<file path="config.mk">
export PLATFORM = sky130hd
export DESIGN_NAME = tlast_check
export DESIGN_NICKNAME = d
export VERILOG_FILES = /design/src/rtl/tlast_check_pkg.sv /design/src/rtl/axis_stat_counter.sv /design/src/rtl/tlast_check.sv
export SDC_FILE = /design/constraint.sdc
export NUM_CORES = 1
export LEC_CHECK = 0
export BUFFER_PORTS_ARGS = -buffer_cell sky130_fd_sc_hd__buf_2
export CAP_MARGIN = 20
export CORE_ASPECT_RATIO = 0.5
export CORE_MARGIN = 1.5
export CORE_UTILIZATION = 58
export CTS_CLUSTER_SIZE = 28
export DETAILED_ROUTE_END_ITERATION = 10
export PLACE_DENSITY = 0.87
export SLEW_MARGIN = 40
export SYNTH_ARGS = -nofsm -noshare
export SYNTH_HDL_FRONTEND = slang
export SYNTH_HIERARCHICAL = 1
export SYNTH_SLANG_ARGS = --single-unit
</file>
<file path="constraint.sdc">
create_clock -name clk -period 4.8 [get_ports clk]
set_input_delay 0.24 -clock clk [delete_from_list [all_inputs] [get_ports clk]]
set_output_delay 0.24 -clock clk [all_outputs]
set_load 0.005 [all_outputs]
</file>
<file path="src/rtl/tlast_check_pkg.sv">
// rtl/tlast_check_pkg.sv - shared FSM encoding and statistics helpers for tlast_check
package tlast_check_pkg;

    typedef enum logic {
        ST_RUN  = 1'b0,
        ST_SYNC = 1'b1
    } state_t;

    // Increment that sticks at the all-ones value of a counter `width` bits wide (width <= 64).
    function automatic logic [63:0] sat_inc(input logic [63:0] value, input int width);
        logic [63:0] max_val;
        max_val = (width >= 64) ? '1 : ((64'd1 << width) - 64'd1);
        return (value >= max_val) ? value : value + 64'd1;
    endfunction

endpackage

</file>
<file path="src/rtl/axis_stat_counter.sv">
// rtl/axis_stat_counter.sv - event counter with synchronous clear, wrapping or saturating
module axis_stat_counter
    import tlast_check_pkg::*;
#(
    parameter int WIDTH    = 32,
    parameter bit SATURATE = 1'b0
) (
    input  logic             clk,
    input  logic             resetn,
    input  logic             clear,
    input  logic             inc,
    output logic [WIDTH-1:0] count
);

    // clear has priority: an increment in the same cycle is discarded.
    always_ff @(posedge clk or negedge resetn) begin
        if (!resetn) begin
            count <= '0;
        end else if (clear) begin
            count <= '0;
        end else if (inc) begin
            if (SATURATE) begin
                count <= WIDTH'(sat_inc(64'(count), WIDTH));
            end else begin
                count <= count + WIDTH'(1);
            end
        end
    end

endmodule

</file>
<file path="src/rtl/tlast_check.sv">
// rtl/tlast_check.sv - fixed-length AXI-Stream frame boundary checker with resync and statistics
module tlast_check
    import tlast_check_pkg::*;
#(
    parameter int C_COUNTER_WIDTH = 32,
    parameter int C_NUMBER        = 16,
    parameter int C_DATA_WIDTH    = 16
) (
    input  logic                       clk,
    input  logic                       resetn,
    input  logic                       clear,
    input  logic [C_DATA_WIDTH-1:0]    s_axis_tdata,
    input  logic                       s_axis_tvalid,
    input  logic                       s_axis_tlast,
    output logic                       s_axis_tready,
    output logic [C_DATA_WIDTH-1:0]    m_axis_tdata,
    output logic                       m_axis_tvalid,
    output logic                       m_axis_tlast,
    input  logic                       m_axis_tready,
    output logic                       frame_ok,
    output logic                       err_early,
    output logic                       err_late,
    output logic                       err_sticky,
    output logic [C_COUNTER_WIDTH-1:0] frame_cnt,
    output logic [C_COUNTER_WIDTH-1:0] err_cnt,
    output logic [C_COUNTER_WIDTH-1:0] count_ext
);

    localparam logic [C_COUNTER_WIDTH-1:0] LAST_BEAT = C_COUNTER_WIDTH'(C_NUMBER - 1);

    state_t                     state_q, state_d;
    logic [C_COUNTER_WIDTH-1:0] count_q, count_d;
    logic                       ok_d, early_d, late_d;

    always_comb begin
        state_d       = state_q;
        count_d       = count_q;
        ok_d          = 1'b0;
        early_d       = 1'b0;
        late_d        = 1'b0;
        m_axis_tdata  = s_axis_tdata;
        m_axis_tlast  = s_axis_tlast;
        m_axis_tvalid = s_axis_tvalid;
        s_axis_tready = m_axis_tready;
        case (state_q)
            ST_RUN: begin
                if (s_axis_tvalid && m_axis_tready) begin
                    if (count_q >= LAST_BEAT) begin
                        count_d = '0;
                        if (s_axis_tlast) begin
                            ok_d = 1'b1;
                        end else begin
                            late_d  = 1'b1;
                            state_d = ST_SYNC;
                        end
                    end else if (s_axis_tlast) begin
                        early_d = 1'b1;
                        count_d = '0;
                    end else begin
                        count_d = count_q + C_COUNTER_WIDTH'(1);
                    end
                end
            end
            ST_SYNC: begin
                // Discard everything up to and including the next tlast.
                m_axis_tvalid = 1'b0;
                s_axis_tready = 1'b1;
                if (s_axis_tvalid && s_axis_tlast) begin
                    state_d = ST_RUN;
                    count_d = '0;
                end
            end
        endcase
    end

    always_ff @(posedge clk or negedge resetn) begin
        if (!resetn) begin
            state_q    <= ST_RUN;
            count_q    <= '0;
            frame_ok   <= 1'b0;
            err_early  <= 1'b0;
            err_late   <= 1'b0;
            err_sticky <= 1'b0;
        end else begin
            state_q   <= state_d;
            count_q   <= count_d;
            frame_ok  <= ok_d;
            err_early <= early_d;
            err_late  <= late_d;
            if (clear) begin
                err_sticky <= 1'b0;
            end else if (early_d || late_d) begin
                err_sticky <= 1'b1;
            end
        end
    end

    assign count_ext = count_q;

    axis_stat_counter #(
        .WIDTH    (C_COUNTER_WIDTH),
        .SATURATE (1'b0)
    ) u_frame_cnt (
        .clk    (clk),
        .resetn (resetn),
        .clear  (clear),
        .inc    (ok_d),
        .count  (frame_cnt)
    );

    axis_stat_counter #(
        .WIDTH    (C_COUNTER_WIDTH),
        .SATURATE (1'b1)
    ) u_err_cnt (
        .clk    (clk),
        .resetn (resetn),
        .clear  (clear),
        .inc    (early_d || late_d),
        .count  (err_cnt)
    );

endmodule

</file>
==> reports/results.txt <==
crit start category -> flop
gp weighted congestion -> 0.815
Clk pwr share -> 0.434
HP Start -> s_axis_tlast
Clock Skew -> 0.00884 ns
most numerous cell in the Yosys netlist -> dfrtp_1
Crit Path Class -> flop to flop
Final Hold Vio Count -> 0
Total Wirelength -> 13.1 mm
CTS Hold Bufs -> 1
drt first pass iters -> 5
Warnings, synthesis -> 6
Area Overhead vs Synth -> 13.5%
routed len/inst -> 17.1 um
Yosys top cell by area -> dfrtp_1
routed vias -> 4862
final setup violation count -> 0
Unique masters post-synth -> 63
HP Class -> input port to flop
Cell Count, Final, Fillers Out -> 769
width of the die -> 141 um
num ports -> 141
max_slew headroom -> 0.559
post-CTS sizing -> 0
post-CTS setup buffer count -> 0
largest family of logic cells by synthesized area -> simple AND/OR/NAND/NOR gates
Setup TNS -> 0 ns
CTS sink cnt -> 101
port bufs -> 108
Post-Place Cells -> 752
register bit total from synthesis -> 101
max-cap viol count -> 0
CP Max Fanout -> 7
final hold slack -> 0.216 ns
Power Dens Cells -> 269 nW/um2
Pins Over Slew Limit -> 0
Crit. End Element -> flop
first-pass GRT wire length -> 21.5 mm
Area contributors post-synth -> dfrtp_1, a21oi_1, nor2_1, nand3_1, or4_1
Clk Latency, worst-skew pair -> 0.34 ns
Post-Synth XOR/XNOR Area -> 0.0411
Post-Syn Instances -> 565
Peak Freq -> 302 MHz
gr ovfl total -> 0
minimum clock period -> 3.31 ns
Seq/Total Area, Yosys -> 0.456
row count -> 24
CTS tree -> done
vias in the first global route -> 4568
Reg-to-Reg Start -> count_ext[23]$_DFFE_PN0P_
initial core utilization -> 0.617
DRC -> 0
dpl hpwl -> 9.07 mm
Die Ht -> 72.1 um
Worst R2R Setup Slack -> 1.49 ns
Worst Path Required -> 5.03 ns
Comb pwr share -> 0.048
Int Power -> 1300 uW
Final Cycle Share -> 0.690
Die ar. -> 10200 um2
adder and majority gate portion of the synthesized area -> 0.00678
ratio of cells with drive above 1 in the final layout -> 0.245
initial antenna violation count -> 0
Psw -> 386 uW
Post-synth top cells -> dfrtp_1, nor2_1, a21oi_1, nand3_1, nand2_1
H-tree levels -> 3
CORE AREA -> 8980 um2
Clock Tree Root -> clkbuf_16
worst-margin pin slew -> 0.662 ns
dominant synthesized flop cell -> dfrtp_1
Synth top area share -> 0.456
vias per inst -> 6.32
proportion of synthesized area in mux cells -> 0.0210
status -> finished clean
Async SR Flop Fraction -> 1.00
Place WS -> 1.55 ns
largest net degree at the start of global routing -> 57
RSZ-0062 raised after global routing -> no
fin util -> 0.700
register share of total power -> 0.518
Post-synth EDFFs -> 0
post-route ant nets -> 0
mapped cell area -> 5540 um2
GRT Total Usage -> 0.266
Worst Setup SP -> count_ext[23]$_DFFE_PN0P_
peak supply drop -> 169 uV
average size of a mapped cell -> 9.81 um2
DR iter-0 viols -> 249
PnR worst setup slack -> 1.49 ns
clk slew on worst S/H paths -> 0.07 ns
Arr. time, crit path -> 3.54 ns
Sw Share -> 0.229
Final #Nets -> 672
clock buffer count from CTS -> 9
# diodes -> 0
Leak -> 0.00288 uW
Mapped Nets -> 590
post-synthesis compound-gate area fraction -> 0.138
CTS Buffer Depth -> 2
Post-Synth Simple-Gate Area -> 0.275
cell families (layout without fill, tap and decap cells):
kind of cell / after synthesis / count (layout)
adders and majority gates: 3 / 3
AOI/OAI and AO/OA: 114 / 114
xor gates and xnor gates: 26 / 26
muxes: 10 / 10
and+or+nand+nor: 253 / 253
buffers and inverters: 58 / 145
DFF: 101 / 101
power groups by stage:
stage / sequential (uW) / clock [uW] / combinational [uW]
final: 876 / 734 / 80.5
after global routing: 877 / 785 / 92.1
after CTS: 875 / 752 / 82.4
after detailed placement: 891 / 0 / 81.1
after global placement: 891 / 0 / 79.7
after floorplan: 890 / 0 / 54.0
final cells by class:
cell class | count | area, um2
fillers | 682 | 2690
multi-input cells | 406 | 2670
flip-flops and latches | 101 | 2530
repair buffers | 113 | 583
clock buffers | 11 | 243
well taps | 117 | 146
clock inverters | 5 | 60.1
inverters | 16 | 60.1
cell usage in the layout, fill, tap and decap left out, drive strengths merged, types with 4 or more instances in the layout:
master / synthesis / routed
or3: 18 / 18
buf: 31 / 112
and4: 13 / 13
a31oi: 10 / 10
nor3: 9 / 9
nor2: 59 / 59
mux2: 7 / 7
and3: 7 / 7
o21ai: 19 / 19
nand4: 26 / 26
xor2: 10 / 10
a21oi: 46 / 46
nor4: 22 / 22
clkinvlp: 0 / 4
nor2b: 7 / 7
dfrtp: 101 / 101
inv: 16 / 16
nand2: 26 / 26
a41oi: 5 / 5
o31ai: 19 / 19
clkbuf: 11 / 11
xnor2: 16 / 16
nand3: 32 / 32
or4: 22 / 22
worst max-delay path, stage by stage, from the launching register on:
cell and delay (ns):
dfrtp_1 0.42, nor4_1 0.46, and4_1 0.31, a21oi_1 0.07, nor3_1 0.47, inv_1 0.29
a211oi_2 0.47, nor4b_1 0.33, mux2_2 0.38
through the flow:
stage	area [um2]	power, uW
2_1_floorplan	5540	944
3_3_place_gp	5980	971
3_5_place_dp	5980	973
4_1_cts	6290	1710
5_1_grt	6290	1750
6_report	6290	1690
metal layers:
layer / GRT usage / up-vias / wire length, um
met2: 0.464 / 192 / 6530
met1: 0.328 / 2381 / 5530
met3: 0.0601 / 24 / 835
met5: 0 / - / 0
met4: 0.103 / 0 / 224
li1: - / 2265 / -
state kept, by name, summed over array words and instances, names as in the netlist:
register           cells
count_ext             32
u_err_cnt/count       32
u_frame_cnt/count     32
err_early              1
err_late               1
err_sticky             1
frame_ok               1
state_q                1
worst paths after layout:
| kind | end | depth (start not counted) |
|---|---|---|
| min in group asynchronous | u_frame_cnt/count[31]$_DFFE_PN0P_ | 2 |
| max in group asynchronous | u_err_cnt/count[12]$_DFFE_PN0P_ | 3 |
| min reg2reg | count_ext[31]$_DFFE_PN0P_ | 2 |
| max | u_err_cnt/count[29]$_DFFE_PN0P_ | 8 |
| max reg2reg | u_err_cnt/count[29]$_DFFE_PN0P_ | 8 |
| min | err_late$_DFF_PN0_ | 2 |
No activity file was read; power rests on OpenSTA's default activity.
